$ cat src/rtl/gpu_pkg.sv
// Shared GPU encodings: core FSM states, write-back source select and
// register file layout, used by the decoder, core FSM and register file.
package gpu_pkg;

  localparam int NUM_REGS = 16;

  // R13-R15 are read-only special registers
  localparam logic [3:0] FIRST_RO_REG  = 4'd13;
  localparam logic [3:0] REG_BLOCK_ID  = 4'd13;
  localparam logic [3:0] REG_BLOCK_DIM = 4'd14;
  localparam logic [3:0] REG_THREAD_ID = 4'd15;

  localparam logic [2:0] S_IDLE    = 3'b000;
  localparam logic [2:0] S_FETCH   = 3'b001;
  localparam logic [2:0] S_DECODE  = 3'b010;
  localparam logic [2:0] S_REQUEST = 3'b011;
  localparam logic [2:0] S_WAIT    = 3'b100;
  localparam logic [2:0] S_EXECUTE = 3'b101;
  localparam logic [2:0] S_UPDATE  = 3'b110;
  localparam logic [2:0] S_DONE    = 3'b111;

  localparam logic [1:0] RF_SRC_ALU   = 2'b00;
  localparam logic [1:0] RF_SRC_MEM   = 2'b01;
  localparam logic [1:0] RF_SRC_CONST = 2'b10;

endpackage

$ cat src/rtl/register_file.sv
// Per-thread register file: 13 general registers plus read-only block id,
// block dimension and thread id; operands latched in REQUEST, results written in UPDATE.
module register_file
  import gpu_pkg::*;
#(
  parameter int THREADS_PER_BLOCK = 4,
  parameter int THREAD_ID         = 0,
  parameter int DATA_BITS         = 8
) (
  input  logic                 clk,
  input  logic                 reset,
  input  logic                 enable,
  input  logic [DATA_BITS-1:0] block_id,
  input  logic [2:0]           core_state,
  input  logic [3:0]           decoded_rd_address,
  input  logic [3:0]           decoded_rs_address,
  input  logic [3:0]           decoded_rt_address,
  input  logic                 decoded_reg_write_enable,
  input  logic [1:0]           decoded_reg_input_mux,
  input  logic [DATA_BITS-1:0] decoded_immediate,
  input  logic [DATA_BITS-1:0] alu_out,
  input  logic [DATA_BITS-1:0] lsu_out,
  output logic [DATA_BITS-1:0] rs,
  output logic [DATA_BITS-1:0] rt
);

  logic [DATA_BITS-1:0] regs [NUM_REGS];
  logic [DATA_BITS-1:0] write_data;
  logic                 write_valid;

  // The reserved source encoding and any read-only destination suppress the write
  always_comb begin
    write_data  = '0;
    write_valid = 1'b0;
    if (core_state == S_UPDATE && decoded_reg_write_enable &&
        decoded_rd_address < FIRST_RO_REG) begin
      case (decoded_reg_input_mux)
        RF_SRC_ALU: begin
          write_data  = alu_out;
          write_valid = 1'b1;
        end
        RF_SRC_MEM: begin
          write_data  = lsu_out;
          write_valid = 1'b1;
        end
        RF_SRC_CONST: begin
          write_data  = decoded_immediate;
          write_valid = 1'b1;
        end
        default: begin
          write_data  = '0;
          write_valid = 1'b0;
        end
      endcase
    end
  end

  always_ff @(posedge clk) begin
    if (reset) begin
      for (int i = 0; i < NUM_REGS; i++) begin
        regs[i] <= '0;
      end
      regs[REG_BLOCK_DIM] <= DATA_BITS'(THREADS_PER_BLOCK);
      regs[REG_THREAD_ID] <= DATA_BITS'(THREAD_ID);
      rs <= '0;
      rt <= '0;
    end else if (enable) begin
      // Operand reads see pre-edge contents, so R13 lags block_id by one cycle
      regs[REG_BLOCK_ID] <= block_id;
      if (core_state == S_REQUEST) begin
        rs <= regs[decoded_rs_address];
        rt <= regs[decoded_rt_address];
      end
      if (write_valid) begin
        regs[decoded_rd_address] <= write_data;
      end
    end
  end

endmodule

$ cat config.mk
export PLATFORM = sky130hd
export DESIGN_NAME = register_file
export DESIGN_NICKNAME = d
export VERILOG_FILES = /design/src/rtl/gpu_pkg.sv /design/src/rtl/register_file.sv
export SDC_FILE = /design/constraint.sdc
export NUM_CORES = 1
export LEC_CHECK = 0
export CORE_UTILIZATION = 59
export DETAILED_ROUTE_END_ITERATION = 10
export PLACE_DENSITY_LB_ADDON = 0.15
export REMOVE_ABC_BUFFERS = 1
export SETUP_SLACK_MARGIN = 0.02
export SLEW_MARGIN = 20
export SYNTH_ARGS = -nofsm -noshare
export SYNTH_HDL_FRONTEND = slang
export SYNTH_SLANG_ARGS = --single-unit
$ cat constraint.sdc
create_clock -name clk -period 5.1 [get_ports clk]
set_clock_uncertainty 0.1 [all_clocks]
set_input_delay 1.53 -clock clk [delete_from_list [all_inputs] [get_ports clk]]
set_output_delay 1.53 -clock clk [all_outputs]
set_load 0.01 [all_outputs]
After elaboration in Yosys (flattened, before gate mapping)

Memory sizes are Yosys's and may differ from the RTL's. A register that Yosys moved wholly into a read port is not among the register bits.
Cells that the tools add are included.

Register bits after elaboration: 0
RAM bits: 128
Logic and storage cells: 34
Memories kept: 1

Memory list:

| memory | words | bits a word | read ports | clocked after Yosys merged registers in | write ports | RTL line            | text |
|---|---|---|---|---|---|---|---|
| regs   | 16    | 8           | 2          | 2                                       | 16          | register_file.sv:27 | `logic [DATA_BITS-1:0] regs [NUM_REGS];` |

Order comparisons: 1
Eq/ne operators: 4
Muxes and demuxes: 19
Bitwise logic cells: 3
Reductions and logical operators: 6

Operators by type and width:

| kind               | number |
|---|---|
| $mux 8             | 5 |
| $pmux 8 s3         | 1 |
| $mux 1             | 12 |
| $reduce_or 8->1    | 1 |
| $lt 4x4->1 const B | 1 |
| $mux 4             | 1 |
| $eq 3x2->1 const B | 1 |
| $eq 3x3->1 const B | 1 |
| $or 1x1->1         | 3 |
| $reduce_or 3->1    | 1 |
| $eq 2x1->1 const B | 1 |
| $eq 2x2->1 const B | 1 |
| $logic_and 1x1->1  | 2 |
| $logic_not 2->1    | 1 |
| $reduce_and 2->1   | 1 |

Logic depth before layout (Yosys ltp)

Word-level depth: 10
Depth in mapped cells: 6
Depth with buffers taken out: 4

Worst setup path before layout

No wires, ideal clock.

Kind: in2reg
Start point: input port reset
End point: memory regs[3][0] (enable)
Library setup time: 0.334 ns
Arrival: 2.728 ns
Path slack: 1.937 ns
Cell stages on the path: 5
Path buffers: 1
Cell sequence: buf_2 > nand2b_4 > nor4b_4 > nand3_2 > nand2b_1

RTL lines:

| element     | RTL line            | text |
|---|---|---|
| from (decl) | register_file.sv:11 | `input logic reset,` |
| to (decl)   | register_file.sv:27 |  |

==> flow_metrics.py <==
metrics = {
    "yosys": {
        "ys_seq_area_share_pct": 54.7,
        "synth_area_per_cell_sq_um": 12.7,
        "synth.ff_latch_count": 144,
        "synthArstFlopShare_pct": 0,
        "ys.flop_type": "sky130_fd_sc_hd__edfxtp_1",
        "synth-edff-count": 128,
        "netlist_instances": 598,
        "cell_area_after_technology_mapping_sq_um": 7610,
        "ys_types": 38,
        "synth_warnings": 0,
    },
    "clocking": {
        "clock_insertion_delay_worst_skew_ns": 0.42,
        "tritoncts": "yes",
        "htree_levels": 4,
        "cts_hold_repair.buffers": 0,
        "cts-root-to-sink-buffers": 2,
        "numCtsBuffers": 17,
        "cts_post_setup_buffers_inserted": 0,
        "post_cts_resize_count": 0,
        "clkTransAtPathRegs_ns": 0.06,
        "clock_sink_count": 144,
        "clk_root_buffer_cell": "sky130_fd_sc_hd__clkbuf_16",
    },
    "finish": {
        "final.fill_count": 906,
        "insertedDiodeCount": 0,
        "fin_nets": 721,
        "synth_to_layout_area_growth_pct": 16.8,
        "final_area_sq_um": 8890,
        "mostFrequentLayoutCell": "sky130_fd_sc_hd__edfxtp_1",
        "layout-drive-gt1-share_pct": 14.9,
        "most-common-layout-cells": "sky130_fd_sc_hd__edfxtp_1 (128), sky130_fd_sc_hd__nor2_1 (108), sky130_fd_sc_hd__mux2i_1 (72)",
    },
    "grt": {
        "grt_pass1_vias": 5085,
        "initial_antenna_violation_count": 0,
        "wire_length_of_the_first_global_routing_pass_mm": 29.0,
        "largest_net_degree_at_the_start_of_global_routing": 33,
        "grt-ovfl-total": 0,
        "grt_util_all_layers_pct": 31.0,
    },
    "die": {
        "fp.dieW_um": 116,
        "floorplan.die_area_sq_um": 13400,
        "die_y_um": 116,
        "rows": 41,
        "placeableCoreArea_sq_um": 12600,
        "io_pins": 69,
        "initial_utilization_pct": 60.3,
    },
    "critical_path": {
        "rr_startpoint": "regs[15][4]$_SDFFCE_PN0P_",
        "crit_type": "in -> reg",
        "worst-endpoint-required_ns": 5.07,
        "critical_path.max_fanout": 10,
        "critPathLaunchType": "input port",
        "cp_data_arrival_time_ns": 3.73,
        "setup.worst_path.end_class": "register",
        "worstSetupStartpoint": "decoded_reg_input_mux[1]",
    },
    "run": {
        "max_cap_viol_count": 0,
    },
    "sta": {
        "totalNegativeSetupSlack_ns": 0,
        "final-setup-viol-count": 0,
        "final_period_minus_worst_setup_slack_ns": 3.75,
        "hold_violations": 0,
        "worstMarginPinSlew_ns": 1.03,
        "slew-limit-headroom_pct": 30.6,
        "rsz0062_at_grt": "false",
        "timing.final.max_slew_violations": 0,
        "max_clk_rate_ghz": 0.266,
        "layout_worst_path_cycle_share_pct": 73.6,
    },
    "place": {
        "dp_hpwl_mm": 14.1,
        "numPortBuffers": 68,
        "gp_congestion": 0.907,
        "post_dp_cell_area_sq_um": 8370,
    },
    "outcome": {
        "run_status": "finished clean",
    },
    "drt": {
        "detailroute.via_count": 5289,
        "detail_route.vias_per_cell": 6.21,
        "number_of_drc_markers_after_the_initial_detailed_route_iteration": 640,
        "antenna_left": 0,
        "drt-pass1-iter-count": 9,
        "wl_per_cell_um": 22.8,
        "post_route_drc": 0,
        "routed_wirelength_mm": 19.4,
    },
    "pwr": {
        "vdd_ir_drop_max_mv": 0.268,
        "power.static_leakage_nw": 3.06,
        "power_density_nw_per_um2": 315,
    },
    "worst_hold_path": {
        "worstHoldPathType": "reg -> reg",
        "worstHoldStart": "rt[2]$_SDFFE_PP0P_",
    },
}
[metrics by stage]
step | util, % | setup slack (ns) | cells | total power, mW | hold slack [ns]
after floorplan | - | 2.01 | 573 | 1.54 | 0.394
after global placement | 66.3 | 0.977 | 821 | 1.68 | 0.341
after detailed placement | 66.3 | 0.947 | 821 | 1.69 | 0.346
after CTS | 70.5 | 1.39 | 852 | 2.79 | 0.360
after global routing | 70.4 | 1.24 | 852 | 2.86 | 0.380
final | 70.4 | 1.35 | 852 | 2.80 | 0.356
[cells by family after synthesis]
kind of cell	after synthesis	share of synthesized area, %
DFF	144	54.7
AOI/OAI and AO/OA	49	5.08
buffers and inverters	46	3.57
other	2	0.0987
and+or+nand+nor	253	17.6
muxes	104	18.9
[registers in the layout, indices dropped and copies added (netlist names)]
| register | flops |
|---|---|
| rs | 8 |
| rt | 8 |
| regs | 128 |
[path summary, 6_finish.rpt]
kind                              endpoint  slack (ns)  cells after the start
setup / recovery  regs[7][5]$_SDFFCE_PN0P_        1.35                      5
hold reg to reg         rt[2]$_SDFFE_PP0P_        0.36                      2
hold / removal          rt[2]$_SDFFE_PP0P_        0.36                      2
setup reg to reg        rs[4]$_SDFFE_PP0P_        3.68                      3
[worst max-delay path: stages]
cell                              delay [ns]
sky130_fd_sc_hd__clkdlybuf4s50_1        0.68
sky130_fd_sc_hd__and2_4                 0.36
sky130_fd_sc_hd__nor4_4                 0.40
sky130_fd_sc_hd__nand3_2                0.31
sky130_fd_sc_hd__nand2b_1               0.44
[synth_stat cells (9+ instances only)]
library cell	instances	area (sq um)
sky130_fd_sc_hd__edfxtp_1	128	3840
sky130_fd_sc_hd__nor2_1	108	405
sky130_fd_sc_hd__mux2i_1	72	721
sky130_fd_sc_hd__nand2b_1	40	250
sky130_fd_sc_hd__a22oi_1	32	240
sky130_fd_sc_hd__mux4_2	32	721
sky130_fd_sc_hd__nand2_1	21	78.8
sky130_fd_sc_hd__and2_1	18	113
sky130_fd_sc_hd__dfxtp_1	16	320
sky130_fd_sc_hd__nand3_1	16	80.1
sky130_fd_sc_hd__buf_2	15	75.1
sky130_fd_sc_hd__nand4_1	12	75.1
sky130_fd_sc_hd__clkbuf_1	10	37.5
sky130_fd_sc_hd__buf_6	9	101
[cell type report]
| cell class | count | area [sq um] | share of cell area [%] |
|---|---|---|---|
| repair buffers | 76 | 726 | 8.16 |
| multi-input cells | 422 | 3230 | 36.3 |
| flip-flops and latches | 144 | 4160 | 46.8 |
| inverters | 7 | 26.3 | 0.296 |
| clock buffers | 19 | 433 | 4.87 |
| well taps | 172 | 215 | 2.42 |
| clock inverters | 12 | 96.3 | 1.08 |
[metal layers]
| layer | share of wire (%) | GRT usage (%) |
|---|---|---|
| met1 | 40 | 40.6 |
| met2 | 46 | 48.7 |
| met3 | 10 | 8.47 |
| met4 | 3.4 | 13.6 |
| met5 | 0 | 0 |
[where the power goes]
part / switching, mW / internal [mW]
Sequential: 0.0381 / 1.35
Clock: 0.467 / 0.659
Combinational: 0.147 / 0.139
No activity file was read; power rests on OpenSTA's default activity.
